### config.mk
export PLATFORM = sky130hd
export DESIGN_NAME = ram_bus_arbiter
export DESIGN_NICKNAME = d
export VERILOG_FILES = /design/src/rtl/ram_bus_arbiter_pkg.sv /design/src/rtl/ram_bus_arbiter_spi_shifter.sv /design/src/rtl/ram_bus_arbiter.sv
export SDC_FILE = /design/constraint.sdc
export NUM_CORES = 1
export LEC_CHECK = 0
export BUFFER_PORTS_ARGS = -buffer_cell sky130_fd_sc_hd__clkbuf_2
export CAP_MARGIN = 20
export CELL_PAD_IN_SITES_DETAIL_PLACEMENT = 0
export CELL_PAD_IN_SITES_GLOBAL_PLACEMENT = 2
export CORE_UTILIZATION = 35
export CTS_CLUSTER_DIAMETER = 100
export DETAILED_ROUTE_END_ITERATION = 16
export HOLD_SLACK_MARGIN = 0.1
export PLACE_DENSITY_LB_ADDON = 0.25
export SLEW_MARGIN = 20
export SYNTH_ARGS = -nofsm -noshare
export SYNTH_HDL_FRONTEND = slang
export SYNTH_SLANG_ARGS = --single-unit
### constraint.sdc
create_clock -name clk -period 3 [get_ports clk]
set_clock_uncertainty 0.1 [all_clocks]
set_input_delay 0.3 -clock clk [delete_from_list [all_inputs] [get_ports clk]]
set_output_delay 0.3 -clock clk [all_outputs]
set_load 0.05 [all_outputs]
### src/rtl/ram_bus_arbiter_pkg.sv
// Shared definitions for the serial RAM bus arbiter: FSM states, requester IDs,
// SPI opcodes and the 32-bit command frame layout.
package ram_bus_arbiter_pkg;

  typedef enum logic [1:0] {
    ST_IDLE   = 2'd0,
    ST_SELECT = 2'd1,
    ST_SHIFT  = 2'd2,
    ST_DONE   = 2'd3
  } arb_state_t;

  typedef enum logic {
    REQ_MCU = 1'b0,
    REQ_COP = 1'b1
  } requester_t;

  localparam logic [7:0] RAM_OP_READ  = 8'h03;
  localparam logic [7:0] RAM_OP_WRITE = 8'h02;
  localparam int FRAME_LEN  = 32;
  localparam int HALF_CNT_W = $clog2(2 * FRAME_LEN);

  // Frame is opcode, 16-bit address, then the data byte (dummy zero for reads).
  function automatic logic [FRAME_LEN-1:0] build_frame(input logic we,
                                                       input logic [15:0] addr,
                                                       input logic [7:0] wdata);
    return {(we ? RAM_OP_WRITE : RAM_OP_READ), addr, (we ? wdata : 8'h00)};
  endfunction

endpackage

### src/rtl/ram_bus_arbiter_spi_shifter.sv
// SPI mode-0 frame engine: two clocks per bit, MSB first, samples MISO at the
// end of each high phase and exposes the last received byte.
module ram_spi_shifter
  import ram_bus_arbiter_pkg::*;
(
  input  logic                 clk,
  input  logic                 reset_n,
  input  logic                 load,
  input  logic [FRAME_LEN-1:0] frame,
  input  logic                 shift_en,
  input  logic                 miso,
  output logic                 mosi,
  output logic                 sck_phase,
  output logic                 last,
  output logic [7:0]           rx_byte
);

  logic [FRAME_LEN-1:0]  shift_q;
  logic [HALF_CNT_W-1:0] half_cnt_q;
  logic [6:0]            rx_q;

  // Odd half-count is the high phase; its closing edge advances MOSI and samples MISO.
  always_ff @(posedge clk or negedge reset_n) begin
    if (!reset_n) begin
      shift_q    <= '0;
      half_cnt_q <= '0;
      rx_q       <= '0;
    end else if (load) begin
      shift_q    <= frame;
      half_cnt_q <= '0;
      rx_q       <= '0;
    end else if (shift_en) begin
      half_cnt_q <= half_cnt_q + HALF_CNT_W'(1);
      if (half_cnt_q[0]) begin
        shift_q <= {shift_q[FRAME_LEN-2:0], 1'b0};
        rx_q    <= {rx_q[5:0], miso};
      end
    end
  end

  assign mosi      = shift_q[FRAME_LEN-1];
  assign sck_phase = half_cnt_q[0];
  assign last      = (half_cnt_q == HALF_CNT_W'(2 * FRAME_LEN - 1));
  assign rx_byte   = {rx_q, miso};

endmodule

### src/rtl/ram_bus_arbiter.sv
// Two-master (MCU/COP) arbiter onto a single SPI serial RAM, one byte per transaction.
// Define RAM_ARB_ROUND_ROBIN_EN for round-robin ties; otherwise MCU has fixed priority.
module ram_bus_arbiter
  import ram_bus_arbiter_pkg::*;
#(
  parameter int ADDR_WIDTH = 16,
  parameter int DATA_WIDTH = 8
) (
  input  logic                  clk,
  input  logic                  reset_n,
  input  logic                  mcu_req,
  input  logic                  mcu_we,
  input  logic [ADDR_WIDTH-1:0] mcu_addr,
  input  logic [DATA_WIDTH-1:0] mcu_wdata,
  output logic                  mcu_ack,
  input  logic                  cop_req,
  input  logic                  cop_we,
  input  logic [ADDR_WIDTH-1:0] cop_addr,
  input  logic [DATA_WIDTH-1:0] cop_wdata,
  output logic                  cop_ack,
  output logic [DATA_WIDTH-1:0] rdata,
  output logic                  busy,
  output logic                  ram_nss,
  output logic                  ram_sck,
  output logic                  ram_mosi,
  input  logic                  ram_miso
);

  arb_state_t state_q, state_d;
  requester_t grant_q, winner;
  logic       we_q;

  logic                  load, shift_en;
  logic                  sel_we;
  logic [ADDR_WIDTH-1:0] sel_addr;
  logic [DATA_WIDTH-1:0] sel_wdata;
  logic [FRAME_LEN-1:0]  frame_d;
  logic                  shift_mosi, sck_phase, frame_last;
  logic [7:0]            rx_byte;

`ifdef RAM_ARB_ROUND_ROBIN_EN
  requester_t ptr_q;

  // Pointer names the requester that wins the next tie: whoever was not just served.
  always_ff @(posedge clk or negedge reset_n) begin
    if (!reset_n) begin
      ptr_q <= REQ_MCU;
    end else if (state_q == ST_DONE) begin
      ptr_q <= (grant_q == REQ_MCU) ? REQ_COP : REQ_MCU;
    end
  end
`endif

  always_comb begin
`ifdef RAM_ARB_ROUND_ROBIN_EN
    if (mcu_req && cop_req) begin
      winner = ptr_q;
    end else if (mcu_req) begin
      winner = REQ_MCU;
    end else begin
      winner = REQ_COP;
    end
`else
    winner = mcu_req ? REQ_MCU : REQ_COP;
`endif
    sel_we    = (winner == REQ_COP) ? cop_we    : mcu_we;
    sel_addr  = (winner == REQ_COP) ? cop_addr  : mcu_addr;
    sel_wdata = (winner == REQ_COP) ? cop_wdata : mcu_wdata;
    frame_d   = build_frame(sel_we, 16'(sel_addr), 8'(sel_wdata));
  end

  always_ff @(posedge clk or negedge reset_n) begin
    if (!reset_n) begin
      state_q <= ST_IDLE;
    end else begin
      state_q <= state_d;
    end
  end

  // Grant and direction are frozen at grant so later input changes cannot disturb the frame.
  always_ff @(posedge clk or negedge reset_n) begin
    if (!reset_n) begin
      grant_q <= REQ_MCU;
      we_q    <= 1'b0;
    end else if (load) begin
      grant_q <= winner;
      we_q    <= sel_we;
    end
  end

  always_ff @(posedge clk or negedge reset_n) begin
    if (!reset_n) begin
      rdata <= '0;
    end else if (shift_en && frame_last && !we_q) begin
      rdata <= DATA_WIDTH'(rx_byte);
    end
  end

  always_comb begin
    state_d  = state_q;
    load     = 1'b0;
    shift_en = 1'b0;
    busy     = 1'b1;
    ram_nss  = 1'b1;
    ram_sck  = 1'b0;
    ram_mosi = 1'b0;
    mcu_ack  = 1'b0;
    cop_ack  = 1'b0;
    case (state_q)
      ST_IDLE: begin
        busy = 1'b0;
        if (mcu_req || cop_req) begin
          load    = 1'b1;
          state_d = ST_SELECT;
        end
      end
      ST_SELECT: begin
        ram_nss  = 1'b0;
        ram_mosi = shift_mosi;
        state_d  = ST_SHIFT;
      end
      ST_SHIFT: begin
        ram_nss  = 1'b0;
        ram_sck  = sck_phase;
        ram_mosi = shift_mosi;
        shift_en = 1'b1;
        if (frame_last) begin
          state_d = ST_DONE;
        end
      end
      ST_DONE: begin
        mcu_ack = (grant_q == REQ_MCU);
        cop_ack = (grant_q == REQ_COP);
        state_d = ST_IDLE;
      end
      default: state_d = ST_IDLE;
    endcase
  end

  ram_spi_shifter u_shifter (
    .clk       (clk),
    .reset_n   (reset_n),
    .load      (load),
    .frame     (frame_d),
    .shift_en  (shift_en),
    .miso      (ram_miso),
    .mosi      (shift_mosi),
    .sck_phase (sck_phase),
    .last      (frame_last),
    .rx_byte   (rx_byte)
  );

endmodule

==> metrics.yaml <==
worst_path_most_repeated_cell: "inv_1"
drt_iter0_markers: 89
rows: 32
timing_max_transition_violations_final: 0
syn_area_per_cell_sq_um: 9.72
worst_setup_hold_path_clk_slew_ps: 70
timing.rr.end: "rdata[3]"
r2r_cells: 5
synthesis.instances: 294
ios: 69
setup_cp_type: "reg2out"
cts_buffer_depth: 2
synth_sequential_area_ratio_pct: 49.9
synthDominantCellAreaShare_pct: 49.9
period_utilisation_layout_pct: 75.3
count_of_port_buffers_added_during_placement: 68
power.net_switching_mw: 1.20
worst_ep_required_ps: 2600
timing.final.setup_violations: 0
via_per_inst: 4.96
worst-path-max-fanout: 10
most-common-layout-cells: "67 x nand2_1, 67 x clkbuf_2, 57 x dfrtp_1"
die-area_sq_um: 8530
syn_nets: 354
worstSetupEndpointType: "output port"
hold-path-cell-count: 3
path_cells: "inv_1 > ha_1 > nand2_1 > inv_1 > buf_12"
grt_remaining_overflow: 0
cts_buffers: 9
finalWeightedCongestion: 0.778
postCtsSetupBuffers: 0
share_comb_of_total_power_pct: 38.0
rsz0062_at_grt: "false"
drt_drc_violations_left: 0
post_drt_wl_per_cell_um: 13.0
sequentialPowerShare_pct: 36.9
antenna-diode-count: 0
routed.top_layer: "met4"
clock_insertion_delay_worst_skew_ps: 330
detailroute.wirelength.met3_um: 264
drt_first_pass_iters: 4
regToRegSetupSlack_ps: 910
route.met2.wl_um: 2690
library_cell_with_the_largest_summed_area_after_synthesis: "dfrtp_1"
critPathMaxStageDelay_ps: 400
num_vias: 2312
grt_pass1_vias: 2236
timing_worst_slew_pin_value_ps: 745
die-height_um: 92.4
grtUsageTotal_pct: 15.8
yosys_warnings: 0
timing.final.crit_period_ps: 2260
maxClockFrequency_ghz: 0.443
detailedPlacementHpwl_um: 4070
core_area_sq_um: 7810
cts.htree.levels: 3
power.leakage_nw: 1.59
tritoncts: "yes"
setup_total_negative_slack_ps: 0
whs_endpoint: "u_shifter.shift_q[19]"
critPathArrivalTime_ps: 1860
global_route_wire_length_before_repair_um: 10600
switching_share_pct: 37.2
cellPowerDensity_nw_per_um2: 913
slew_headroom_pct: 50.3
cts.sink_count: 57
floorplan.initialDensity_pct: 36.6
min_from: "mcu_addr[11]"
die_x_um: 92.4
n_fill_cell: 773
grt_max_degree: 58
worst_hold_slack_after_final_layout_ps: 166
distinct_cells_synth: 33
final_layout_size_suffix_gt1_share_pct: 29.4
drv.max_cap_violation_count: 0
mappedNetlistArea_sq_um: 2860
drt.antenna.violating_nets: 0
cp-start-kind: "flop"
syn2layout_area_growth_pct: 24.1
cts_resized: 0
outcome: "complete, no violations"
holdCritPathClass: "in2reg"
synth_seq_cells: 57
wl_um: 6070
final_nets: 419
timing.rr.start: "state_q[0]"
met1_length_um: 3010
grt_antenna_before_repair: 0
synth_area_leaders: "dfrtp_1 50%, nand2_1 8.8%, mux2_2 5.5%, a211oi_1 4.5%, nor2b_1 3.7%"
crit_path_top_delay_cell: "dfrtp_1"
power_report.internal_total_mw: 2.03
clk_network_pwr_share_pct: 25.1
peak_supply_drop_uv: 389
finalHoldViolCount: 0
ctsRootBufferMaster: "clkbuf_8"
[power groups by stage]
| stage | registers, mW | logic, mW | clock network (mW) |
|---|---|---|---|
| after global routing | 1.23 | 1.40 | 0.864 |
| after detailed placement | 1.21 | 1.22 | 0 |
| final | 1.20 | 1.23 | 0.813 |
| after global placement | 1.20 | 1.19 | 0 |
| after CTS | 1.20 | 1.22 | 0.829 |
| after floorplan | 1.16 | 0.949 | 0 |
[how the worst max path moves through the flow]
stage	startpoint	to	slack (ps)	cells past startpoint
6_report	state_q[0]	ram_sck	740	5
2_1_floorplan	state_q[0]	rdata[0]	1250	6
4_1_cts	state_q[0]	ram_sck	690	5
3_5_place_dp	state_q[0]	rdata[3]	850	5
3_3_place_gp	mcu_req	u_shifter.shift_q[7]	860	4
5_1_grt	state_q[0]	ram_sck	560	5
[stage by stage]
stage,setup slack [ps],std cells,power [mW],area (sq um),util [%]
floorplan,1250,294,2.11,2860,-
global placement,863,447,2.40,3270,41.9
detailed placement,849,447,2.42,3270,41.9
CTS,693,465,3.25,3520,45.1
global route,559,466,3.49,3550,45.4
finish,740,466,3.24,3550,45.4
[timing repair]
item                                   4_1_cts  5_1_grt
setup endpoints to repair                    0        0
hold buffers                                 2        0
endpoints found under the hold margin       58        0
[synth_stat cells]
cell       number
a211oi_1       17
a21boi_0        1
a21oi_1        15
a2bb2oi_1       7
a31oi_1        16
and2_1          3
and3b_1         1
buf_1           1
buf_2          11
buf_4           3
clkbuf_1        7
dfrtp_1        57
ha_1            5
inv_1           5
mux2_1          1
mux2_2         14
mux2i_1         3
nand2_1        67
nand3_1         6
nand4_1         1
nand4_2         1
nor2_1          5
nor2b_1        17
nor3_4          1
nor3b_1         1
o211ai_1        7
o21a_1          2
o21ai_0        12
o21ai_4         1
o32a_1          1
or3_1           1
xnor2_1         1
xor2_1          3
[registers in the layout, summed over array words and instances (netlist names)]
| signal | cells |
|---|---|
| grant_q | 1 |
| u_shifter.rx_q | 7 |
| we_q | 1 |
| rdata | 8 |
| u_shifter.half_cnt_q | 6 |
| u_shifter.shift_q | 32 |
| state_q | 2 |
[routing by layer]
| layer | GRT usage (%) | vias up |
|---|---|---|
| met5 | 0 | - |
| met3 | 3.28 | 9 |
| met1 | 21.3 | 1076 |
| li1 | - | 1169 |
| met2 | 24.3 | 58 |
| met4 | 7.16 | 0 |
[layout make-up]
| cell class | instances | area (sq um) | share of cell area, % |
|---|---|---|---|
| sequential | 57 | 1430 | 40.2 |
| multi-input combinational | 210 | 1310 | 36.8 |
| timing repair buffer | 76 | 440 | 12.4 |
| clock buffer | 11 | 151 | 4.27 |
| tap | 102 | 128 | 3.60 |
| clock inverter | 5 | 77.6 | 2.19 |
| inverter | 5 | 18.8 | 0.529 |
[worst max-delay path, delay by kind of cell (launching register included)]
family | cells | cell delay [ps]
simple gates | 1 | 130
fa+ha+maj | 1 | 390
flops | 1 | 400
buf+inv | 3 | 610
[cells by family after synthesis]
group / Yosys count / share of synthesized area [%]
flip-flops: 57 / 49.9
AND/OR/NAND/NOR: 104 / 16.9
multiplexers: 18 / 6.96
AO/OA/AOI/OAI: 79 / 18.4
buffers and inverters: 27 / 4.42
adder cells (fa/ha/maj): 5 / 2.19
XOR/XNOR: 4 / 1.23
Note: power is estimated with default switching activity, not from simulation.
